### src/rtl/mac_learn_table.sv
// MAC learning table: learns source MACs per one-hot port, answers destination lookups with a forwarding mask.
// Latency: a learn spends 3 cycles (IDLE/CMP/WRITE); a lookup result appears exactly 2 cycles after lkp_valid.
// Backpressure: lrn_ready is high only in IDLE; lookups are never stalled. Optional aging via `define MAC_AGING_EN.
module mac_learn_table #(
    parameter int PORT_NUMBER = 4,
    parameter int TABLE_DEPTH = 16,
    parameter int AGE_PERIOD  = 1000000,
    parameter int AGE_MAX     = 3
) (
    input  logic                           clk,
    input  logic                           rst,
    input  logic                           lrn_valid,
    output logic                           lrn_ready,
    input  logic [47:0]                    lrn_mac,
    input  logic [PORT_NUMBER-1:0]         lrn_port,
    input  logic                           lkp_valid,
    input  logic [47:0]                    lkp_mac,
    input  logic [PORT_NUMBER-1:0]         lkp_src_port,
    output logic                           res_valid,
    output logic                           res_hit,
    output logic [PORT_NUMBER-1:0]         res_port_mask,
    output logic [$clog2(TABLE_DEPTH+1)-1:0] entry_count,
    output logic                           table_full,
    output logic                           lrn_drop
);

    localparam int IDX_W = (TABLE_DEPTH > 1) ? $clog2(TABLE_DEPTH) : 1;
    localparam int CNT_W = $clog2(TABLE_DEPTH + 1);

    typedef enum logic [1:0] {
        IDLE  = 2'd0,
        CMP   = 2'd1,
        WRITE = 2'd2
    } lrn_state_t;

    lrn_state_t state, state_nxt;

    // Table storage: only the valid bits (and ages) need reset; mac/port are qualified by valid.
    logic [TABLE_DEPTH-1:0] ent_valid;
    logic [47:0]            ent_mac  [TABLE_DEPTH];
    logic [PORT_NUMBER-1:0] ent_port [TABLE_DEPTH];

    // Registered learn request and compare results.
    logic [47:0]            lrn_mac_q;
    logic [PORT_NUMBER-1:0] lrn_port_q;
    logic                   cmp_hit_q, cmp_free_q;
    logic [IDX_W-1:0]       cmp_hit_idx_q, cmp_free_idx_q;

    logic                   cmp_hit_c, cmp_free_c;
    logic [IDX_W-1:0]       cmp_hit_idx_c, cmp_free_idx_c;

    logic                   wr_en;
    logic [IDX_W-1:0]       wr_idx;
    logic                   lrn_accept;

    // Multicast/broadcast sources are never learned, so they are simply not accepted into CMP.
    assign lrn_accept = lrn_valid && !lrn_mac[40];

    // Parallel compare of the registered MAC; descending scan so the lowest index wins.
    always_comb begin
        cmp_hit_c      = 1'b0;
        cmp_free_c     = 1'b0;
        cmp_hit_idx_c  = '0;
        cmp_free_idx_c = '0;
        for (int i = TABLE_DEPTH - 1; i >= 0; i--) begin
            if (ent_valid[i] && (ent_mac[i] == lrn_mac_q)) begin
                cmp_hit_c     = 1'b1;
                cmp_hit_idx_c = IDX_W'(i);
            end
            if (!ent_valid[i]) begin
                cmp_free_c     = 1'b1;
                cmp_free_idx_c = IDX_W'(i);
            end
        end
    end

    // Learn FSM state register.
    always_ff @(posedge clk or posedge rst) begin
        if (rst) begin
            state <= IDLE;
        end else begin
            state <= state_nxt;
        end
    end

    // Learn FSM next state, handshake and write decision.
    always_comb begin
        state_nxt = state;
        lrn_ready = 1'b0;
        lrn_drop  = 1'b0;
        wr_en     = 1'b0;
        wr_idx    = '0;
        case (state)
            IDLE: begin
                lrn_ready = 1'b1;
                if (lrn_accept) begin
                    state_nxt = CMP;
                end
            end
            CMP: begin
                state_nxt = WRITE;
            end
            WRITE: begin
                state_nxt = IDLE;
                if (cmp_hit_q) begin
                    wr_en  = 1'b1;
                    wr_idx = cmp_hit_idx_q;
                end else if (cmp_free_q) begin
                    wr_en  = 1'b1;
                    wr_idx = cmp_free_idx_q;
                end else begin
                    lrn_drop = 1'b1;
                end
            end
            default: begin
                state_nxt = IDLE;
            end
        endcase
    end

    // Capture the learn request in IDLE and the compare outcome in CMP.
    always_ff @(posedge clk or posedge rst) begin
        if (rst) begin
            lrn_mac_q      <= '0;
            lrn_port_q     <= '0;
            cmp_hit_q      <= 1'b0;
            cmp_free_q     <= 1'b0;
            cmp_hit_idx_q  <= '0;
            cmp_free_idx_q <= '0;
        end else begin
            if (state == IDLE && lrn_accept) begin
                lrn_mac_q  <= lrn_mac;
                lrn_port_q <= lrn_port;
            end
            if (state == CMP) begin
                cmp_hit_q      <= cmp_hit_c;
                cmp_free_q     <= cmp_free_c;
                cmp_hit_idx_q  <= cmp_hit_idx_c;
                cmp_free_idx_q <= cmp_free_idx_c;
            end
        end
    end

    // Entry payload write; a refresh rewrites the same MAC with the new port.
    always_ff @(posedge clk) begin
        if (wr_en) begin
            ent_mac[wr_idx]  <= lrn_mac_q;
            ent_port[wr_idx] <= lrn_port_q;
        end
    end

`ifdef MAC_AGING_EN
    localparam int AGE_W = $clog2(AGE_MAX + 1);
    localparam int PRE_W = (AGE_PERIOD > 1) ? $clog2(AGE_PERIOD) : 1;

    logic [PRE_W-1:0] presc;
    logic             age_tick;
    logic [AGE_W-1:0] ent_age [TABLE_DEPTH];

    assign age_tick = (presc == PRE_W'(AGE_PERIOD - 1));

    // Aging prescaler: wraps every AGE_PERIOD cycles, tick on the wrap cycle.
    always_ff @(posedge clk or posedge rst) begin
        if (rst) begin
            presc <= '0;
        end else if (age_tick) begin
            presc <= '0;
        end else begin
            presc <= presc + 1'b1;
        end
    end

    // Valid/age update: a write wins over a same-cycle tick; reaching AGE_MAX expires the entry.
    always_ff @(posedge clk or posedge rst) begin
        if (rst) begin
            ent_valid <= '0;
            for (int i = 0; i < TABLE_DEPTH; i++) begin
                ent_age[i] <= '0;
            end
        end else begin
            for (int i = 0; i < TABLE_DEPTH; i++) begin
                if (wr_en && (wr_idx == IDX_W'(i))) begin
                    ent_valid[i] <= 1'b1;
                    ent_age[i]   <= '0;
                end else if (age_tick && ent_valid[i]) begin
                    if (ent_age[i] >= AGE_W'(AGE_MAX - 1)) begin
                        ent_valid[i] <= 1'b0;
                        ent_age[i]   <= '0;
                    end else begin
                        ent_age[i] <= ent_age[i] + 1'b1;
                    end
                end
            end
        end
    end
`else
    // Valid update: entries are only ever set by a learn write and never expire.
    always_ff @(posedge clk or posedge rst) begin
        if (rst) begin
            ent_valid <= '0;
        end else begin
            for (int i = 0; i < TABLE_DEPTH; i++) begin
                if (wr_en && (wr_idx == IDX_W'(i))) begin
                    ent_valid[i] <= 1'b1;
                end
            end
        end
    end
`endif

    // Occupancy is the population count of valid bits, so simultaneous allocate/expire nets out.
    always_comb begin
        entry_count = '0;
        for (int i = 0; i < TABLE_DEPTH; i++) begin
            entry_count = entry_count + CNT_W'(ent_valid[i]);
        end
    end

    assign table_full = (entry_count == CNT_W'(TABLE_DEPTH));

    // Lookup stage 1 match: table as it stands this cycle, lowest-index hit.
    logic                   lk_hit_c;
    logic [PORT_NUMBER-1:0] lk_port_c;

    always_comb begin
        lk_hit_c  = 1'b0;
        lk_port_c = '0;
        for (int i = TABLE_DEPTH - 1; i >= 0; i--) begin
            if (ent_valid[i] && (ent_mac[i] == lkp_mac)) begin
                lk_hit_c  = 1'b1;
                lk_port_c = ent_port[i];
            end
        end
    end

    logic                   s1_vld, s1_hit;
    logic [PORT_NUMBER-1:0] s1_port, s1_src;

    // Lookup stage 1 register: group addresses are forced to miss (flood).
    always_ff @(posedge clk or posedge rst) begin
        if (rst) begin
            s1_vld  <= 1'b0;
            s1_hit  <= 1'b0;
            s1_port <= '0;
            s1_src  <= '0;
        end else begin
            s1_vld  <= lkp_valid;
            s1_hit  <= lkp_valid && !lkp_mac[40] && lk_hit_c;
            s1_port <= lk_port_c;
            s1_src  <= lkp_src_port;
        end
    end

    // Lookup stage 2: forwarding mask excludes the ingress port; outputs are zero when idle.
    always_ff @(posedge clk or posedge rst) begin
        if (rst) begin
            res_valid     <= 1'b0;
            res_hit       <= 1'b0;
            res_port_mask <= '0;
        end else begin
            res_valid <= s1_vld;
            res_hit   <= s1_vld && s1_hit;
            if (!s1_vld) begin
                res_port_mask <= '0;
            end else if (s1_hit) begin
                res_port_mask <= s1_port & ~s1_src;
            end else begin
                res_port_mask <= ~s1_src;
            end
        end
    end

endmodule

### config.mk
export PLATFORM = sky130hd
export DESIGN_NAME = mac_learn_table
export DESIGN_NICKNAME = d
export VERILOG_FILES = /design/src/rtl/mac_learn_table.sv
export SDC_FILE = /design/constraint.sdc
export NUM_CORES = 2
export LEC_CHECK = 0
export CORE_MARGIN = 2
export CORE_UTILIZATION = 35
export CTS_CLUSTER_DIAMETER = 60
export CTS_CLUSTER_SIZE = 16
export DETAILED_ROUTE_END_ITERATION = 10
export GPL_TIMING_DRIVEN = 0
export HOLD_SLACK_MARGIN = 0.02
export SETUP_SLACK_MARGIN = 0.02
export SLEW_MARGIN = 10
export SYNTH_ARGS = -nofsm -noshare
export SYNTH_HDL_FRONTEND = slang
export SYNTH_SLANG_ARGS = --single-unit
### constraint.sdc
create_clock -name clk -period 4.85 [get_ports clk]
set_input_delay 0.97 -clock clk [delete_from_list [all_inputs] [get_ports clk]]
set_output_delay 0.97 -clock clk [all_outputs]
set_load 0.02 [all_outputs]
==> metrics.cfg <==
[sta]
final_worst_path_period_need_ps = 5580
max_slew_violations = 0
grt_setup_unrepaired = yes
report.final.hold_viol_count = 0
slew_headroom_pct = 13.0
worst_clock_skew_ps = 52.8
timing.final.setup_violations = 9
post_layout_worst_setup_margin_ps = -732
final_min_period_over_clock_period_pct = 115
worstMarginPinSlew_ps = 1290
max_clock_freq_mhz = 179

[routing]
antenna_violating_nets_post_route = 0
routed_via_density = 6.82
drt_pass1_iterations = 7
wirelength_mm = 344
initialDrtViolationCount = 10500
drc_violations_left = 0
drt-wirelength-per-cell_um = 52.0
route.vias.total = 45200

[synthesis]
postSynthNetCount = 4386
yosys_warnings = 0
yosys.area.top_type_share_pct = 49.1
synth_async_sr_flop_share_pct = 10.3
netlist_top_cells_count = sky130_fd_sc_hd__edfxtp_1, sky130_fd_sc_hd__xnor2_1, sky130_fd_sc_hd__xor2_1
yosysMostFrequentCell = sky130_fd_sc_hd__edfxtp_1
post_synth_num_cell_types = 87
synth.area.top_cells = sky130_fd_sc_hd__edfxtp_1, sky130_fd_sc_hd__xnor2_1, sky130_fd_sc_hd__xor2_1
synth-seq-cells = 928
synth_area_leader_cell = sky130_fd_sc_hd__edfxtp_1
synthCells = 4263
post_synth_edffs = 832
synth_seq_area_share_pct = 53.9
synthesis.area_um2 = 50800
synth_flop_cell = sky130_fd_sc_hd__edfxtp_1
syn_area_per_cell_um2 = 11.9

[power]
power.combinational.fraction_pct = 27.8
fin_total_pwr_uw = 26900
switching_power_uw = 10900
fraction_of_power_consumed_by_sequential_logic_pct = 37.5
p_sw_share_pct = 40.4
peakVddDrop_uv = 336
power.internal_uw = 16000
power.share.clock_pct = 34.7
power-per-cell-area_nw_per_um2 = 440
p_leak_uw = 0.0203

[cells_and_area]
layout.filler_cells = 13400
layout-drive-gt1-share_pct = 14.8
area_growth_syn_to_layout_pct = 20.4
instances_no_fill = 6622
design.final.nets = 4699

[floorplan]
die_h_um = 385
row_count = 139
fp.dieArea_um2 = 148000
die_width_um = 385
io_pins = 122
core_um2 = 144000
initial_utilization_pct = 35.4

[global_route]
grt_pass1_vias = 40500
number_of_antenna_violations_at_the_first_check_in_global_routing = 74
all_layer_global_routing_usage_pct = 45.6
grt_use_met2_pct = 60.9
grt_max_degree = 67
groute.layer.met1.usage_pct = 57.4
met3_usage_pct = 19.3
global_route.overflow_total = 0
top_usage_layer = met2
grt_pass1_wl_mm = 431

[placement]
dpl.hpwl_mm = 242
port_buffer_cells = 73
finalWeightedCongestion = 1.03
placed_cells = 6360

[cts]
clk_transition_reported_paths_ps = 70
numClockSinks = 928
clock-root-buffer = sky130_fd_sc_hd__clkbuf_16
numCtsBuffers = 114
ctsLongestPathBuffers = 3
htreeDepth = 3
worstSkewPairLatency_ps = 800
clock_tree_from_tritoncts = done
postCtsHoldBufs = 0

[setup_path]
crit_path_end_kind = primary output
critical_path_required_ps = 3880
worst_ep_arrival_time_ps = 4610
category_of_the_worst_setup_path_launch_point = register
timing.reg2reg.setup_slack_ps = -360
worstPathMaxFanout = 5
timing.setup.critical_path_class = reg -> out

[run_status]
violated_checks = setup timing
run_status = complete, but fails checks

[flow_run]
max_cap_violations = 0

[hold_path]
holdCritPathClass = reg -> reg

power by group through the flow:
stage          clock network (uW)  logic [uW]  registers [uW]
4_1_cts                      9300        6880            9990
3_5_place_dp                    0        6880           10200
3_3_place_gp                    0        5490           11000
2_1_floorplan                   0        2510            9630
6_report                     9350        7480           10100
5_1_grt                      9570        7100           10000
cell families after synthesis:
kind of cell | synth area share, %
compound gates | 4.68
mux | 0.637
fa+ha+maj | 0.517
flops | 53.9
xor+xnor | 22.5
buf+inv | 2.97
simple gates | 14.8
placed cells by master, fill, tap and decap left out, types with 33 or more instances in the layout:
| cell | count |
|---|---|
| sky130_fd_sc_hd__buf_12 | 80 |
| sky130_fd_sc_hd__buf_2 | 128 |
| sky130_fd_sc_hd__buf_4 | 37 |
| sky130_fd_sc_hd__clkbuf_16 | 118 |
| sky130_fd_sc_hd__clkbuf_2 | 33 |
| sky130_fd_sc_hd__clkdlybuf4s50_1 | 67 |
| sky130_fd_sc_hd__dfrtp_1 | 40 |
| sky130_fd_sc_hd__dfrtp_2 | 51 |
| sky130_fd_sc_hd__diode_2 | 42 |
| sky130_fd_sc_hd__edfxtp_1 | 832 |
| sky130_fd_sc_hd__inv_1 | 144 |
| sky130_fd_sc_hd__nand2_1 | 170 |
| sky130_fd_sc_hd__nand2b_1 | 176 |
| sky130_fd_sc_hd__nand3_1 | 79 |
| sky130_fd_sc_hd__nand4_1 | 271 |
| sky130_fd_sc_hd__nor2_1 | 91 |
| sky130_fd_sc_hd__nor2b_1 | 44 |
| sky130_fd_sc_hd__nor3_1 | 75 |
| sky130_fd_sc_hd__nor4_1 | 217 |
| sky130_fd_sc_hd__o2111ai_1 | 36 |
| sky130_fd_sc_hd__o21ai_0 | 72 |
| sky130_fd_sc_hd__o22ai_1 | 36 |
| sky130_fd_sc_hd__xnor2_1 | 702 |
| sky130_fd_sc_hd__xor2_1 | 604 |
worst max-delay path: stages (launching register included):
cell and delay [ps]:
sky130_fd_sc_hd__dfrtp_2 590, sky130_fd_sc_hd__fa_1 500, sky130_fd_sc_hd__fa_1 490, sky130_fd_sc_hd__inv_1 50
sky130_fd_sc_hd__fa_1 490, sky130_fd_sc_hd__fa_1 420, sky130_fd_sc_hd__inv_2 80, sky130_fd_sc_hd__ha_4 130
sky130_fd_sc_hd__inv_2 40, sky130_fd_sc_hd__fa_2 550, sky130_fd_sc_hd__nand2b_4 60, sky130_fd_sc_hd__nor4b_4 240
sky130_fd_sc_hd__buf_4 180
registers in the layout, summed over array words and instances, names as in the netlist:
signal,count
ent_mac,768
ent_port,64
lrn_mac_q,48
ent_valid,16
cmp_free_idx_q,4
cmp_hit_idx_q,4
lrn_port_q,4
res_port_mask,4
s1_port,4
s1_src,4
state,2
cmp_free_q,1
cmp_hit_q,1
res_hit,1
res_valid,1
s1_hit,1
s1_vld,1
what timing repair did:
action / 4_1_cts / 5_1_grt
buffers inserted: 10 / 2
pin swaps: 8 / 4
gates resized for setup: 70 / 11
endpoints found under the setup margin: 14 / 10
layout make-up:
cell class                      instances  area (um2)  area share (%)
Timing Repair Buffer                  206        3370            5.51
Inverter                              154         593           0.969
Buffer                                194        1020            1.66
Sequential cell                       928       27500            44.9
Antenna cell                           42         105           0.172
Clock inverter                         88         982            1.60
Multi-Input combinational cell       2978       22200            36.3
Clock buffer                          129        3040            4.97
Tap cell                             1903        2380            3.89
final timing paths:
kind                                      startpoint  depth (start not counted)                      endpoint
min in group asynchronous                        rst                          2     lrn_mac_q[20]$_DFFE_PP0P_
hold / removal                   s1_src[0]$_DFF_PP0_                          1    res_port_mask[0]$_DFF_PP0_
setup reg to reg           lrn_mac_q[30]$_DFFE_PP0P_                         12  cmp_hit_idx_q[1]$_DFFE_PP0N_
setup / recovery           ent_valid[13]$_DFFE_PP0P_                         12                    table_full
hold reg to reg                  s1_src[0]$_DFF_PP0_                          1    res_port_mask[0]$_DFF_PP0_
max in group asynchronous                        rst                          3      lrn_mac_q[1]$_DFFE_PP0P_
routing by layer:
layer	vias up	wire, um
li1	16300	-
met2	4837	133000
met1	22700	124000
met5	-	622
met3	1332	53900
met4	32	32400
through the flow:
stage	TNS (ps)	worst slack, ps	hold slack [ps]	area, um2	utilization [%]
floorplan	0	93.9	383	50900	-
global placement	-1075970	-3790	387	54000	37.5
detailed placement	-9430	-1150	393	56900	39.5
CTS	-2640	-735	399	61100	42.4
global route	-3140	-815	412	61100	42.5
finish	-3330	-732	393	61200	42.5
Note: power is estimated with default switching activity, not from simulation.
